File: config.mk
export PLATFORM = sky130hd
export DESIGN_NAME = letc_core_fetch_buffer_flat
export DESIGN_NICKNAME = d
export VERILOG_FILES = /design/src/rtl/letc_core_fetch_buffer_if.sv /design/src/rtl/letc_core_fetch_buffer.sv /design/src/flat_wrapper.sv
export SDC_FILE = /design/constraint.sdc
export NUM_CORES = 1
export LEC_CHECK = 0
export ABC_AREA = 1
export ABC_CLOCK_PERIOD_IN_PS = 10150
export BUFFER_PORTS_ARGS = -buffer_cell sky130_fd_sc_hd__buf_2
export CORE_AREA = 2 2 203 205
export DETAILED_ROUTE_END_ITERATION = 6
export DIE_AREA = 0 0 205 207
export GPL_TIMING_DRIVEN = 1
export PLACE_DENSITY = 0.5
export SYNTH_ARGS = -nofsm -noshare
export SYNTH_HDL_FRONTEND = slang
export SYNTH_SLANG_ARGS = --single-unit
File: constraint.sdc
create_clock -name i_clk -period 10.15 [get_ports i_clk]
set_input_delay 0.5075 -clock i_clk [delete_from_list [all_inputs] [get_ports i_clk]]
set_output_delay 0.5075 -clock i_clk [all_outputs]
set_load 0.1 [all_outputs]
File: src/rtl/letc_core_fetch_buffer_if.sv
`default_nettype none
// +----------------------------------------------------------------------------+
// | Module      : letc_core_fetch_buffer_if                                    |
// | Description : Bundle of the fetch buffer's MMU instruction port, s1 output |
// |               handshake and redirect/halt controls.                        |
// | Revision    : 1.0 - initial release                                        |
// +----------------------------------------------------------------------------+

interface letc_core_fetch_buffer_if;
    // MMU instruction request/response
    logic        o_req_valid;
    logic [31:0] o_req_addr;
    logic        i_rsp_ready;
    logic [31:0] i_rsp_instr;
    logic        i_rsp_illegal;
    // Head entry towards s1
    logic        o_out_valid;
    logic [31:0] o_out_pc;
    logic [31:0] o_out_instr;
    logic        o_out_illegal;
    logic        i_out_ready;
    // Redirect and halt
    logic        i_branch_en;
    logic [31:0] i_branch_target;
    logic        i_halt_req;

    // The fetch buffer itself
    modport slave (
        output o_req_valid, o_req_addr,
        input  i_rsp_ready, i_rsp_instr, i_rsp_illegal,
        output o_out_valid, o_out_pc, o_out_instr, o_out_illegal,
        input  i_out_ready,
        input  i_branch_en, i_branch_target, i_halt_req
    );

    // The surrounding core (MMU, s1, branch/halt sources)
    modport master (
        input  o_req_valid, o_req_addr,
        output i_rsp_ready, i_rsp_instr, i_rsp_illegal,
        input  o_out_valid, o_out_pc, o_out_instr, o_out_illegal,
        output i_out_ready,
        output i_branch_en, i_branch_target, i_halt_req
    );
endinterface

`default_nettype wire

File: src/rtl/letc_core_fetch_buffer.sv
`default_nettype none
// +----------------------------------------------------------------------------+
// | Module      : letc_core_fetch_buffer                                       |
// | Description : Sequential instruction fetcher with a DEPTH-entry FIFO in    |
// |               front of s1. Handles branch redirects (dropping stale        |
// |               responses), fetch faults and halt requests.                  |
// |               Optional: LETC_FETCH_BUF_BYPASS_EN presents a response       |
// |               combinationally when the FIFO is empty.                      |
// | Revision    : 1.0 - initial release                                        |
// +----------------------------------------------------------------------------+

module letc_core_fetch_buffer #(
    parameter int unsigned DEPTH    = 4,
    parameter logic [31:0] RESET_PC = 32'h0000_0000
) (
    input  logic                   i_clk,
    input  logic                   i_rst,
    letc_core_fetch_buffer_if.slave fb
);

    localparam int c_PTR_W = $clog2(DEPTH);
    localparam int c_CNT_W = c_PTR_W + 1;

    typedef enum logic [1:0] {
        c_FETCH   = 2'd0,
        c_DISCARD = 2'd1,
        c_FAULT   = 2'd2,
        c_HALTED  = 2'd3
    } state_t;

    state_t               r_state;
    logic [31:0]          r_fetch_pc;
    logic [31:0]          r_discard_addr;
    logic                 r_halt_pending;
    logic                 r_req_pend;
    logic [c_PTR_W-1:0]   r_rd_ptr;
    logic [c_PTR_W-1:0]   r_wr_ptr;
    logic [c_CNT_W-1:0]   r_count;
    logic [31:0]          r_pc_mem    [DEPTH];
    logic [31:0]          r_instr_mem [DEPTH];
    logic                 r_ill_mem   [DEPTH];

    state_t               w_state_next;
    logic [31:0]          w_fetch_pc_next;
    logic [31:0]          w_discard_addr_next;
    logic                 w_halt_pending_next;
    logic                 w_req_pend_next;
    logic                 w_full;
    logic                 w_empty;
    logic                 w_req_valid;
    logic                 w_rsp_take;
    logic                 w_accept;
    logic                 w_bypass;
    logic                 w_push;
    logic                 w_pop;

    assign w_full  = (r_count == c_CNT_W'(DEPTH));
    assign w_empty = (r_count == '0);

    // A request already presented (r_req_pend) is held even if a halt is now
    // pending; halt_pending only blocks new requests.
    assign w_req_valid = !i_rst &&
                         (((r_state == c_FETCH) &&
                           (r_req_pend || (!w_full && !r_halt_pending))) ||
                          (r_state == c_DISCARD));

    assign w_rsp_take = w_req_valid && fb.i_rsp_ready;
    assign w_accept   = (r_state == c_FETCH) && w_rsp_take && !fb.i_branch_en;

`ifdef LETC_FETCH_BUF_BYPASS_EN
    assign w_bypass = w_empty && w_accept;
`else
    assign w_bypass = 1'b0;
`endif

    // A bypassed response that s1 takes right away never enters the FIFO
    assign w_push = w_accept && !(w_bypass && fb.i_out_ready);
    assign w_pop  = !w_empty && fb.i_out_ready;

    assign fb.o_req_valid   = w_req_valid;
    assign fb.o_req_addr    = (r_state == c_DISCARD) ? r_discard_addr : r_fetch_pc;
    assign fb.o_out_valid   = !i_rst && (!w_empty || w_bypass);
    assign fb.o_out_pc      = w_bypass ? r_fetch_pc       : r_pc_mem[r_rd_ptr];
    assign fb.o_out_instr   = w_bypass ? fb.i_rsp_instr   : r_instr_mem[r_rd_ptr];
    assign fb.o_out_illegal = w_bypass ? fb.i_rsp_illegal : r_ill_mem[r_rd_ptr];

    // Next state, fetch PC and halt bookkeeping; a branch overrides everything
    always_comb begin
        w_state_next        = r_state;
        w_fetch_pc_next     = r_fetch_pc;
        w_discard_addr_next = r_discard_addr;
        w_halt_pending_next = r_halt_pending;
        w_req_pend_next     = 1'b0;
        if (fb.i_branch_en) begin
            w_fetch_pc_next     = fb.i_branch_target;
            w_halt_pending_next = 1'b0;
            if ((r_state == c_DISCARD) && !fb.i_rsp_ready) begin
                // Stale request still in flight; keep waiting for it
                w_state_next        = c_DISCARD;
                w_halt_pending_next = fb.i_halt_req;
            end else if ((r_state == c_FETCH) && w_req_valid && !fb.i_rsp_ready) begin
                w_state_next        = c_DISCARD;
                w_discard_addr_next = r_fetch_pc;
                w_halt_pending_next = fb.i_halt_req;
            end else begin
                w_state_next = fb.i_halt_req ? c_HALTED : c_FETCH;
            end
        end else begin
            unique case (r_state)
                c_FETCH: begin
                    if (w_rsp_take) begin
                        w_fetch_pc_next = r_fetch_pc + 32'd4;
                        if (fb.i_rsp_illegal) begin
                            w_state_next        = c_FAULT;
                            w_halt_pending_next = 1'b0;
                        end else if (r_halt_pending || fb.i_halt_req) begin
                            w_state_next        = c_HALTED;
                            w_halt_pending_next = 1'b0;
                        end
                    end else begin
                        w_req_pend_next = w_req_valid;
                        if (fb.i_halt_req) begin
                            if (w_req_valid) begin
                                w_halt_pending_next = 1'b1;
                            end else begin
                                w_state_next = c_HALTED;
                            end
                        end
                    end
                end
                c_DISCARD: begin
                    if (fb.i_rsp_ready) begin
                        w_state_next        = (r_halt_pending || fb.i_halt_req) ? c_HALTED : c_FETCH;
                        w_halt_pending_next = 1'b0;
                    end else if (fb.i_halt_req) begin
                        w_halt_pending_next = 1'b1;
                    end
                end
                default: begin
                    w_state_next = r_state;
                end
            endcase
        end
    end

    // Control state registers
    always_ff @(posedge i_clk) begin
        if (i_rst) begin
            r_state        <= c_FETCH;
            r_fetch_pc     <= RESET_PC;
            r_discard_addr <= RESET_PC;
            r_halt_pending <= 1'b0;
            r_req_pend     <= 1'b0;
        end else begin
            r_state        <= w_state_next;
            r_fetch_pc     <= w_fetch_pc_next;
            r_discard_addr <= w_discard_addr_next;
            r_halt_pending <= w_halt_pending_next;
            r_req_pend     <= w_req_pend_next;
        end
    end

    // FIFO pointers and occupancy; a branch flushes with priority over push/pop
    always_ff @(posedge i_clk) begin
        if (i_rst || fb.i_branch_en) begin
            r_rd_ptr <= '0;
            r_wr_ptr <= '0;
            r_count  <= '0;
        end else begin
            if (w_push) begin
                r_wr_ptr <= r_wr_ptr + c_PTR_W'(1);
            end
            if (w_pop) begin
                r_rd_ptr <= r_rd_ptr + c_PTR_W'(1);
            end
            if (w_push && !w_pop) begin
                r_count <= r_count + c_CNT_W'(1);
            end else if (!w_push && w_pop) begin
                r_count <= r_count - c_CNT_W'(1);
            end
        end
    end

    // FIFO storage; contents are only meaningful below the occupancy count
    always_ff @(posedge i_clk) begin
        if (w_push && !i_rst) begin
            r_pc_mem[r_wr_ptr]    <= r_fetch_pc;
            r_instr_mem[r_wr_ptr] <= fb.i_rsp_instr;
            r_ill_mem[r_wr_ptr]   <= fb.i_rsp_illegal;
        end
    end

endmodule

`default_nettype wire
File: src/flat_wrapper.sv
// flat-port wrapper written by rule: the top's interface ports become plain ports
module letc_core_fetch_buffer_flat 
#(
    parameter int unsigned DEPTH    = 4,
    parameter logic [31:0] RESET_PC = 32'h0000_0000
)
  (i_clk, i_rst, fb_o_req_valid, fb_o_req_addr, fb_i_rsp_ready, fb_i_rsp_instr, fb_i_rsp_illegal, fb_o_out_valid, fb_o_out_pc, fb_o_out_instr, fb_o_out_illegal, fb_i_out_ready, fb_i_branch_en, fb_i_branch_target, fb_i_halt_req);
  letc_core_fetch_buffer_if fb_i ();
  input  logic i_clk;
  input  logic i_rst;
  output wire logic [$bits(fb_i.o_req_valid)-1:0] fb_o_req_valid;
  output wire logic [$bits(fb_i.o_req_addr)-1:0] fb_o_req_addr;
  input wire logic [$bits(fb_i.i_rsp_ready)-1:0] fb_i_rsp_ready;
  input wire logic [$bits(fb_i.i_rsp_instr)-1:0] fb_i_rsp_instr;
  input wire logic [$bits(fb_i.i_rsp_illegal)-1:0] fb_i_rsp_illegal;
  output wire logic [$bits(fb_i.o_out_valid)-1:0] fb_o_out_valid;
  output wire logic [$bits(fb_i.o_out_pc)-1:0] fb_o_out_pc;
  output wire logic [$bits(fb_i.o_out_instr)-1:0] fb_o_out_instr;
  output wire logic [$bits(fb_i.o_out_illegal)-1:0] fb_o_out_illegal;
  input wire logic [$bits(fb_i.i_out_ready)-1:0] fb_i_out_ready;
  input wire logic [$bits(fb_i.i_branch_en)-1:0] fb_i_branch_en;
  input wire logic [$bits(fb_i.i_branch_target)-1:0] fb_i_branch_target;
  input wire logic [$bits(fb_i.i_halt_req)-1:0] fb_i_halt_req;
  assign fb_o_req_valid = fb_i.o_req_valid;
  assign fb_o_req_addr = fb_i.o_req_addr;
  assign fb_i.i_rsp_ready = fb_i_rsp_ready;
  assign fb_i.i_rsp_instr = fb_i_rsp_instr;
  assign fb_i.i_rsp_illegal = fb_i_rsp_illegal;
  assign fb_o_out_valid = fb_i.o_out_valid;
  assign fb_o_out_pc = fb_i.o_out_pc;
  assign fb_o_out_instr = fb_i.o_out_instr;
  assign fb_o_out_illegal = fb_i.o_out_illegal;
  assign fb_i.i_out_ready = fb_i_out_ready;
  assign fb_i.i_branch_en = fb_i_branch_en;
  assign fb_i.i_branch_target = fb_i_branch_target;
  assign fb_i.i_halt_req = fb_i_halt_req;
  letc_core_fetch_buffer #(.DEPTH(DEPTH), .RESET_PC(RESET_PC)) u_core (.i_clk(i_clk), .i_rst(i_rst), .fb(fb_i));
endmodule
==> key figures, run 1 <==
Die
  • FP Rows: 74
  • Core ar.: 0.04037 sq mm
  • Starting Density: 34.51%
  • Die Area: 0.04244 sq mm
  • Die Ht: 207 um
  • Die width: 205 um
  • Top Ports: 170

Clock tree
  • Root Driver: clkbuf_16
  • CTS sink count: 337
  • Post-CTS Setup Bufs: 0
  • Hold-fix buffers at CTS: 0
  • CTS tree: built
  • H-tree Lvls: 2
  • Insertion delay to the later sink of the worst-skew pair: 550 ps
  • PostCTS Resize Cnt: 0
  • Maximum root-to-sink buffer count: 3
  • Num CTS Buffers: 37
  • Worst-path clk slew: 60 ps

Logic synthesis
  • Synth area leader: edfxtp_1
  • Top cell type's share of synthesized area: 56.05%
  • Yosys reg bits: 337
  • Post-synth ARST share: 0%
  • Sequential area share after synthesis: 67.12%
  • Synth warn: 0
  • Syn Area/Cell: 10.45 sq um
  • Main synth FF type: edfxtp_1
  • Mapped cell area: 0.01393 sq mm
  • Post-synth EDFFs: 260
  • Ranking of synthesized cells by area: edfxtp_1 (56%), dfxtp_1 (11%), o21ai_0 (6.6%), nor2_1 (6.1%), nand2_1 (5.4%)
  • Syn nets: 1411
  • Distinct cells, synth: 32
  • Syn Inst Count: 1333

Setup path
  • Register-to-Register Path Depth: 9
  • CP Capture Type: output pin
  • Critical path arrival: 3400 ps
  • Critical Path RT: 9640 ps
  • RR Endpoint: u_core.r_instr_mem[0][6]
  • Reg-to-reg slack, setup: 7280 ps
  • Crit-path max FO: 70
  • R2R Path Start: u_core.r_count[0]
  • Critical path launch point type: register
  • CP Class: register to output pin

Global routing
  • Grt ovf: 0
  • First-pass GRT wire length: 57890 um
  • Vias in the first global route: 10040
  • Tot GR Track Use: 17.67%
  • Initial antenna violation count: 0
  • Largest net degree at the start of global routing: 107

STA
  • Tightest Pin Transition: 1068 ps
  • Fmax: 0.2561 GHz
  • Final-report hold violation count: 0
  • Clock Skews: 9.831 ps
  • RSZ-0062 raised after global routing: no
  • TNS Setup: 0 ps
  • Final Slew Violations: 0
  • Min cycle time layout: 3905 ps
  • Slew headroom: 28.83%
  • Final worst path period share: 38.47%
  • Final setup violating endpoints: 0

Route
  • Antenna viol nets, final: 0
  • TritonRoute pass-1 iters: 5
  • DR WL/cell: 18.47 um
  • Post-route DRC: 0
  • Routed Wire Length: 37730 um
  • Vias: 10220
  • Initial DRC Count: 781
  • Via density: 5.004

Final layout
  • Area added between synthesis and finish: 17.74%
  • Layout cells sized above 1: 17.22%
  • Nets: 1559

Power and ir drop
  • Leak pwr: 0.005946 uW
  • Sw frac: 29.25%
  • P_sw: 953.4 uW
  • Flop pwr share: 48.0%
  • Internal power: 2306 uW
  • Clock share of power: 38.8%
  • Overall Power: 3260 uW
  • Comb power frac: 13.3%
  • Maximum vdd ir drop: 0.1296 mV
  • PD cells: 198.8 mW/mm^2

Hold path
  • Hold depth: 1
  • WHS Endpoint: u_core.r_instr_mem[2][0]
  • Min-delay src: fb_i_rsp_instr[0]
  • Hold Crit Class: input pin to register

Flow run
  • # Max-Cap Violations: 0

Placed design
  • Port Buffer Count: 169
  • DPL Wire Length: 23270 um
  • Placer Congestion: 0.8181

Run status
  • Status: finished clean
-- power by group through the flow --
stage	Sequential (uW)	Clock (uW)	Combinational, uW
2_1_floorplan	1580	0	345
5_1_grt	1570	1350	463
3_3_place_gp	1590	0	433
3_5_place_dp	1590	0	434
6_report	1560	1260	432
4_1_cts	1560	1290	435
-- sequential cells by signal, summed over array words and instances, names as in the netlist, named ones only --
register and cells:
u_core.r_req_pend 1, u_core.r_count 3, u_core.r_ill_mem 4, u_core.r_fetch_pc 32, u_core.r_state 2, u_core.r_rd_ptr 2, u_core.r_instr_mem 128, u_core.r_pc_mem 128
u_core.r_discard_addr 32, u_core.r_halt_pending 1, u_core.r_wr_ptr 2
-- metal layers --
layer	routed length (um)	part of all wire (%)	vias to the layer above	global-route usage [%]
met5	0	0	-	0
met4	659	1.7	0	4.887
met3	2069	5.5	43	3.068
met2	16670	44	284	26.70
met1	18330	49	4916	26.08
li1	-	-	4980	-
-- logic make-up (layout without fill, tap and decap cells) --
logic type | count (synthesis) | count (layout) | share of synthesized area, %
fa+ha+maj | 7 | 7 | 0.6826
other cells | 0 | 1 | 0
simple gates | 481 | 481 | 13.88
compound gates | 354 | 354 | 13.55
flops | 337 | 337 | 67.12
buf+inv | 143 | 320 | 4.078
xor+xnor | 11 | 11 | 0.6916
-- worst max-delay path, stage by stage, from the launching register on --
cell and delay (ps):
dfxtp_4 430, clkinv_2 560, buf_4 700, o21ai_0 190
o22ai_1 430, buf_2 520
-- synthesized netlist by cell type, types with 4 or more instances --
master and instances:
a211oi_1 4, a21oi_1 54, a31oi_1 8, buf_1 7, buf_2 7, buf_4 6, clkbuf_1 51, dfxtp_1 77
edfxtp_1 260, ha_1 6, inv_1 64, inv_2 7, nand2_1 202, nand3_1 32, nand4_1 7, nor2_1 227
nor2_4 4, o21ai_0 184, o21ai_1 33, o22ai_1 65, xor2_1 10
-- worst max-delay path by stage --
stage | start | end | slack [ps]
2_1_floorplan | i_rst | u_core.r_ill_mem[0] | 5860
3_3_place_gp | register | fb_o_out_pc[15] | 6870
3_5_place_dp | register | fb_o_out_pc[15] | 6820
4_1_cts | register | fb_o_out_pc[15] | 6240
5_1_grt | register | fb_o_out_pc[15] | 6080
6_report | register | fb_o_out_pc[15] | 6250
-- cells in the final DEF (no fill, tap or decap), types with 7 or more instances in the layout --
master	count
nand4_1	7
clkinv_2	12
nand2_1	202
nand3_1	32
nor2_4	8
a31oi_1	8
o22ai_1	65
buf_4	11
clkinv_1	7
buf_2	169
a21oi_1	54
xor2_1	10
nor2_1	223
edfxtp_1	260
clkbuf_16	38
o21ai_0	184
o21ai_1	33
inv_2	8
dfxtp_1	75
inv_1	62
-- cell type report --
cell class / count / area (sq um)
multi-input cells: 853 / 4043
flip-flops and latches: 337 / 9354
diodes: 1 / 2.502
inverters: 72 / 271.5
clock inverters: 21 / 130.1
fillers: 4018 / 23970
repair buffers: 180 / 928.4
well taps: 532 / 665.6
clock buffers: 47 / 1006
-- stage by stage --
| step | util (%) | worst slack (ps) | instance area (sq um) | instances | hold slack, ps |
|---|---|---|---|---|---|
| global placement | 37.81 | 6869 | 15260 | 1974 | 450.5 |
| CTS | 40.62 | 6236 | 16400 | 2042 | 155.6 |
| global route | 40.62 | 6083 | 16400 | 2042 | 172.7 |
| floorplan | - | 5860 | 13930 | 1333 | 435.6 |
| finish | 40.63 | 6245 | 16400 | 2043 | 180.5 |
| detailed placement | 37.81 | 6820 | 15260 | 1974 | 448.6 |
Note: power is estimated with default switching activity, not from simulation.
==> run 2: changes to the inputs <==
ABC_AREA = 0   (was 1)
ABC_CLOCK_PERIOD_IN_PS = 3300   (was 10150)
CORE_AREA = 2 2 200 202   (was 2 2 203 205)
DIE_AREA = 0 0 202 204   (was 0 0 205 207)
PLACE_DENSITY = 0.52   (was 0.5)
clock period = 3.3 ns   (was 10.15 ns; I/O delays follow)
==> run 2 against run 1 <==
Against the previous run: design area increased by 2.5%; die area decreased by 2.9%; area after synthesis decreased by 3.3%; critical path depth unchanged; first-iteration DRC count decreased by 48%; core utilization increased by 2.3 points; flip-flop and latch count unchanged; count of clock-buffer cells in the layout increased by 8; critical path type unchanged.
==> key figures, run 2 <==
Run status
  • Status: finished clean

Die
  • Die Area: 0.04121 sq mm
  • Core ar.: 0.03918 sq mm
  • Starting Density: 34.39%
  • Die Ht: 204 um
  • FP Rows: 73
  • Die width: 202 um
  • Top Ports: 170

Logic synthesis
  • Syn Inst Count: 833
  • Synth warn: 0
  • Main synth FF type: edfxtp_1
  • Post-synth EDFFs: 260
  • Sequential area share after synthesis: 69.38%
  • Syn Area/Cell: 16.18 sq um
  • Yosys reg bits: 337
  • Ranking of synthesized cells by area: edfxtp_1 (58%), dfxtp_1 (11%), mux4_2 (11%), nand2_1 (2.5%), mux2_2 (2.4%)
  • Distinct cells, synth: 58
  • Syn nets: 911
  • Most common cell in the netlist: edfxtp_1
  • Synth area leader: edfxtp_1
  • Post-synth ARST share: 0%
  • Mapped cell area: 0.01347 sq mm
  • Top cell type's share of synthesized area: 57.94%
  • Commonest cells post-synth: edfxtp_1 (260), nand2_1 (88), dfxtp_1 (77)

Setup path
  • Worst-path cell chain: nor2b_4 -> buf_4 -> nand2_1 -> o21ai_0 -> buf_2
  • Crit path buf inv count: 2
  • Crit-path slowest cell: dfxtp_1
  • Crit-path max FO: 24
  • Critical Path RT: 3130 ps
  • Critical path's largest stage delay: 500 ps
  • Cell family with most CP delay: buffers and inverters
  • Critical path arrival: 2650 ps
  • Critical path startpoint: u_core.r_state[0]
  • CP Class: register to output pin
  • CP Capture Type: output pin
  • R2R Path Start: u_core.r_count[0]
  • Critical path launch point type: register

Clock tree
  • CTS tree: built
  • Insertion delay to the later sink of the worst-skew pair: 520 ps
  • H-tree Lvls: 2
  • Maximum root-to-sink buffer count: 3
  • PostCTS Resize Cnt: 0
  • Hold-fix buffers at CTS: 63
  • Root Driver: clkbuf_16
  • CTS sink count: 337
  • Worst-path clk slew: 60 ps
  • Post-CTS Setup Bufs: 0
  • Num CTS Buffers: 38

Route
  • Post-route DRC: 0
  • Antenna viol nets, final: 0
  • DR WL/cell: 19.98 um
  • Vias: 7957
  • Initial DRC Count: 404
  • Routed Wire Length: 32530 um
  • TritonRoute pass-1 iters: 4
  • Via density: 4.888

STA
  • Final setup violating endpoints: 0
  • Min cycle time layout: 2812 ps
  • TNS Setup: 0 ps
  • Fmax: 0.3556 GHz
  • Tightest Pin Transition: 734.4 ps
  • RSZ-0062 raised after global routing: no
  • Clock Skews: 11.91 ps
  • Final worst path period share: 85.22%
  • Final-report hold violation count: 0
  • Slew headroom: 51.04%
  • Final Slew Violations: 0

Final layout
  • Reg area: 0.009356 sq mm
  • Nets: 1152
  • Layout cells sized above 1: 32.33%
  • Commonest non-fill, non-tap cell in the layout: edfxtp_1
  • Top Registers: u_core.r_instr_mem (128), u_core.r_pc_mem (128)
  • # fillers: 3531
  • Area added between synthesis and finish: 24.82%
  • Multi-input logic area: 0.003856 sq mm
  • Commonest non-fill, non-tap cells in the layout: edfxtp_1 (260), buf_2 (169), nand2_1 (88)

Global routing
  • Vias in the first global route: 8127
  • Grt ovf: 0
  • Tot GR Track Use: 15.67%
  • First-pass GRT wire length: 49070 um
  • Largest net degree at the start of global routing: 66
  • Initial antenna violation count: 0

Placed design
  • DPL Wire Length: 20350 um
  • Port Buffer Count: 169
  • Placer Congestion: 0.8070

Power and ir drop
  • Maximum vdd ir drop: 0.4162 mV
  • Leak pwr: 0.005699 uW
  • Overall Power: 9990 uW
  • P_sw: 2581 uW
  • Internal power: 7409 uW
  • Comb power frac: 11.6%
  • Clock share of power: 40.6%
  • Flop pwr share: 47.8%
  • Sw frac: 25.83%
  • PD cells: 594.0 mW/mm^2

Hold path
  • Min-delay src: fb_i_branch_target[20]
  • Hold Crit Class: input pin to register

Flow run
  • # Max-Cap Violations: 0
run 2: changes by cell type after synthesis, moves of 12 or more:
cell,before,now
a211oi_1,4,17
a21oi_1,54,42
clkbuf_1,51,29
inv_1,64,13
mux2_2,0,29
mux4_2,0,65
nand2_1,202,88
nand3_1,32,15
nor2_1,227,35
o21ai_0,184,11
o21ai_1,33,0
o22ai_1,65,0
xnor2_1,1,18
run 2: cell type report:
class	count	area share (%)
antenna	2	0.02976
multi-input combinational	432	22.93
clock buffer	55	6.279
timing repair buffer	252	10.12
clock inverter	12	0.8183
inverter	13	0.2901
sequential	337	55.63
tap	525	3.906
run 2: worst reg2reg max path: stages (launching register included):
cell     delay [ps]
dfxtp_1         430
nor4b_2         100
nor3_1          420
and4_1          420
ha_1            240
inv_1            60
fa_1            370
xor2_1          170
or3_1           300
a21oi_1         140
run 2: per-stage QoR:
step                      utilization [%]  cells  hold WS (ps)  setup WS [ps]  area, sq um
after floorplan                         -    833         263.9          59.76        13470
after global placement              38.25   1496         383.2          616.5        14990
after detailed placement            38.25   1496         386.7          601.9        14990
after CTS                           42.91   1626         7.772          458.6        16810
after global routing                42.91   1626         11.53          344.8        16810
final                               42.92   1628         25.07          487.7        16820
run 2: power by group through the flow:
stage	combinational, uW	sequential, uW	clock (uW)
floorplan	885	4810	0
global placement	1110	4860	0
detailed placement	1110	4860	0
CTS	1170	4770	4180
global route	1220	4780	4360
finish	1160	4770	4060
run 2: path summary, 6_finish.rpt:
path,endpoint,slack [ps],cells after the start
min reg2reg,u_core.r_discard_addr[2],450,2
max,fb_o_req_addr[9],490,5
min,u_core.r_fetch_pc[20],30,3
max reg2reg,u_core.r_count[2],590,9
run 2: per-layer routing:
layer	up-vias	wire length, um	track usage, %
li1	3724	-	-
met1	3950	14730	21.73
met2	242	15140	25.05
met3	41	2022	3.205
met4	0	641	4.438
met5	-	0	0
run 2: kinds of logic after synthesis:
group	synth area share, %
flops	69.38
simple gates	8.060
mux	13.73
compound gates	4.179
buf+inv	2.127
xor+xnor	1.811
fa+ha+maj	0.7057
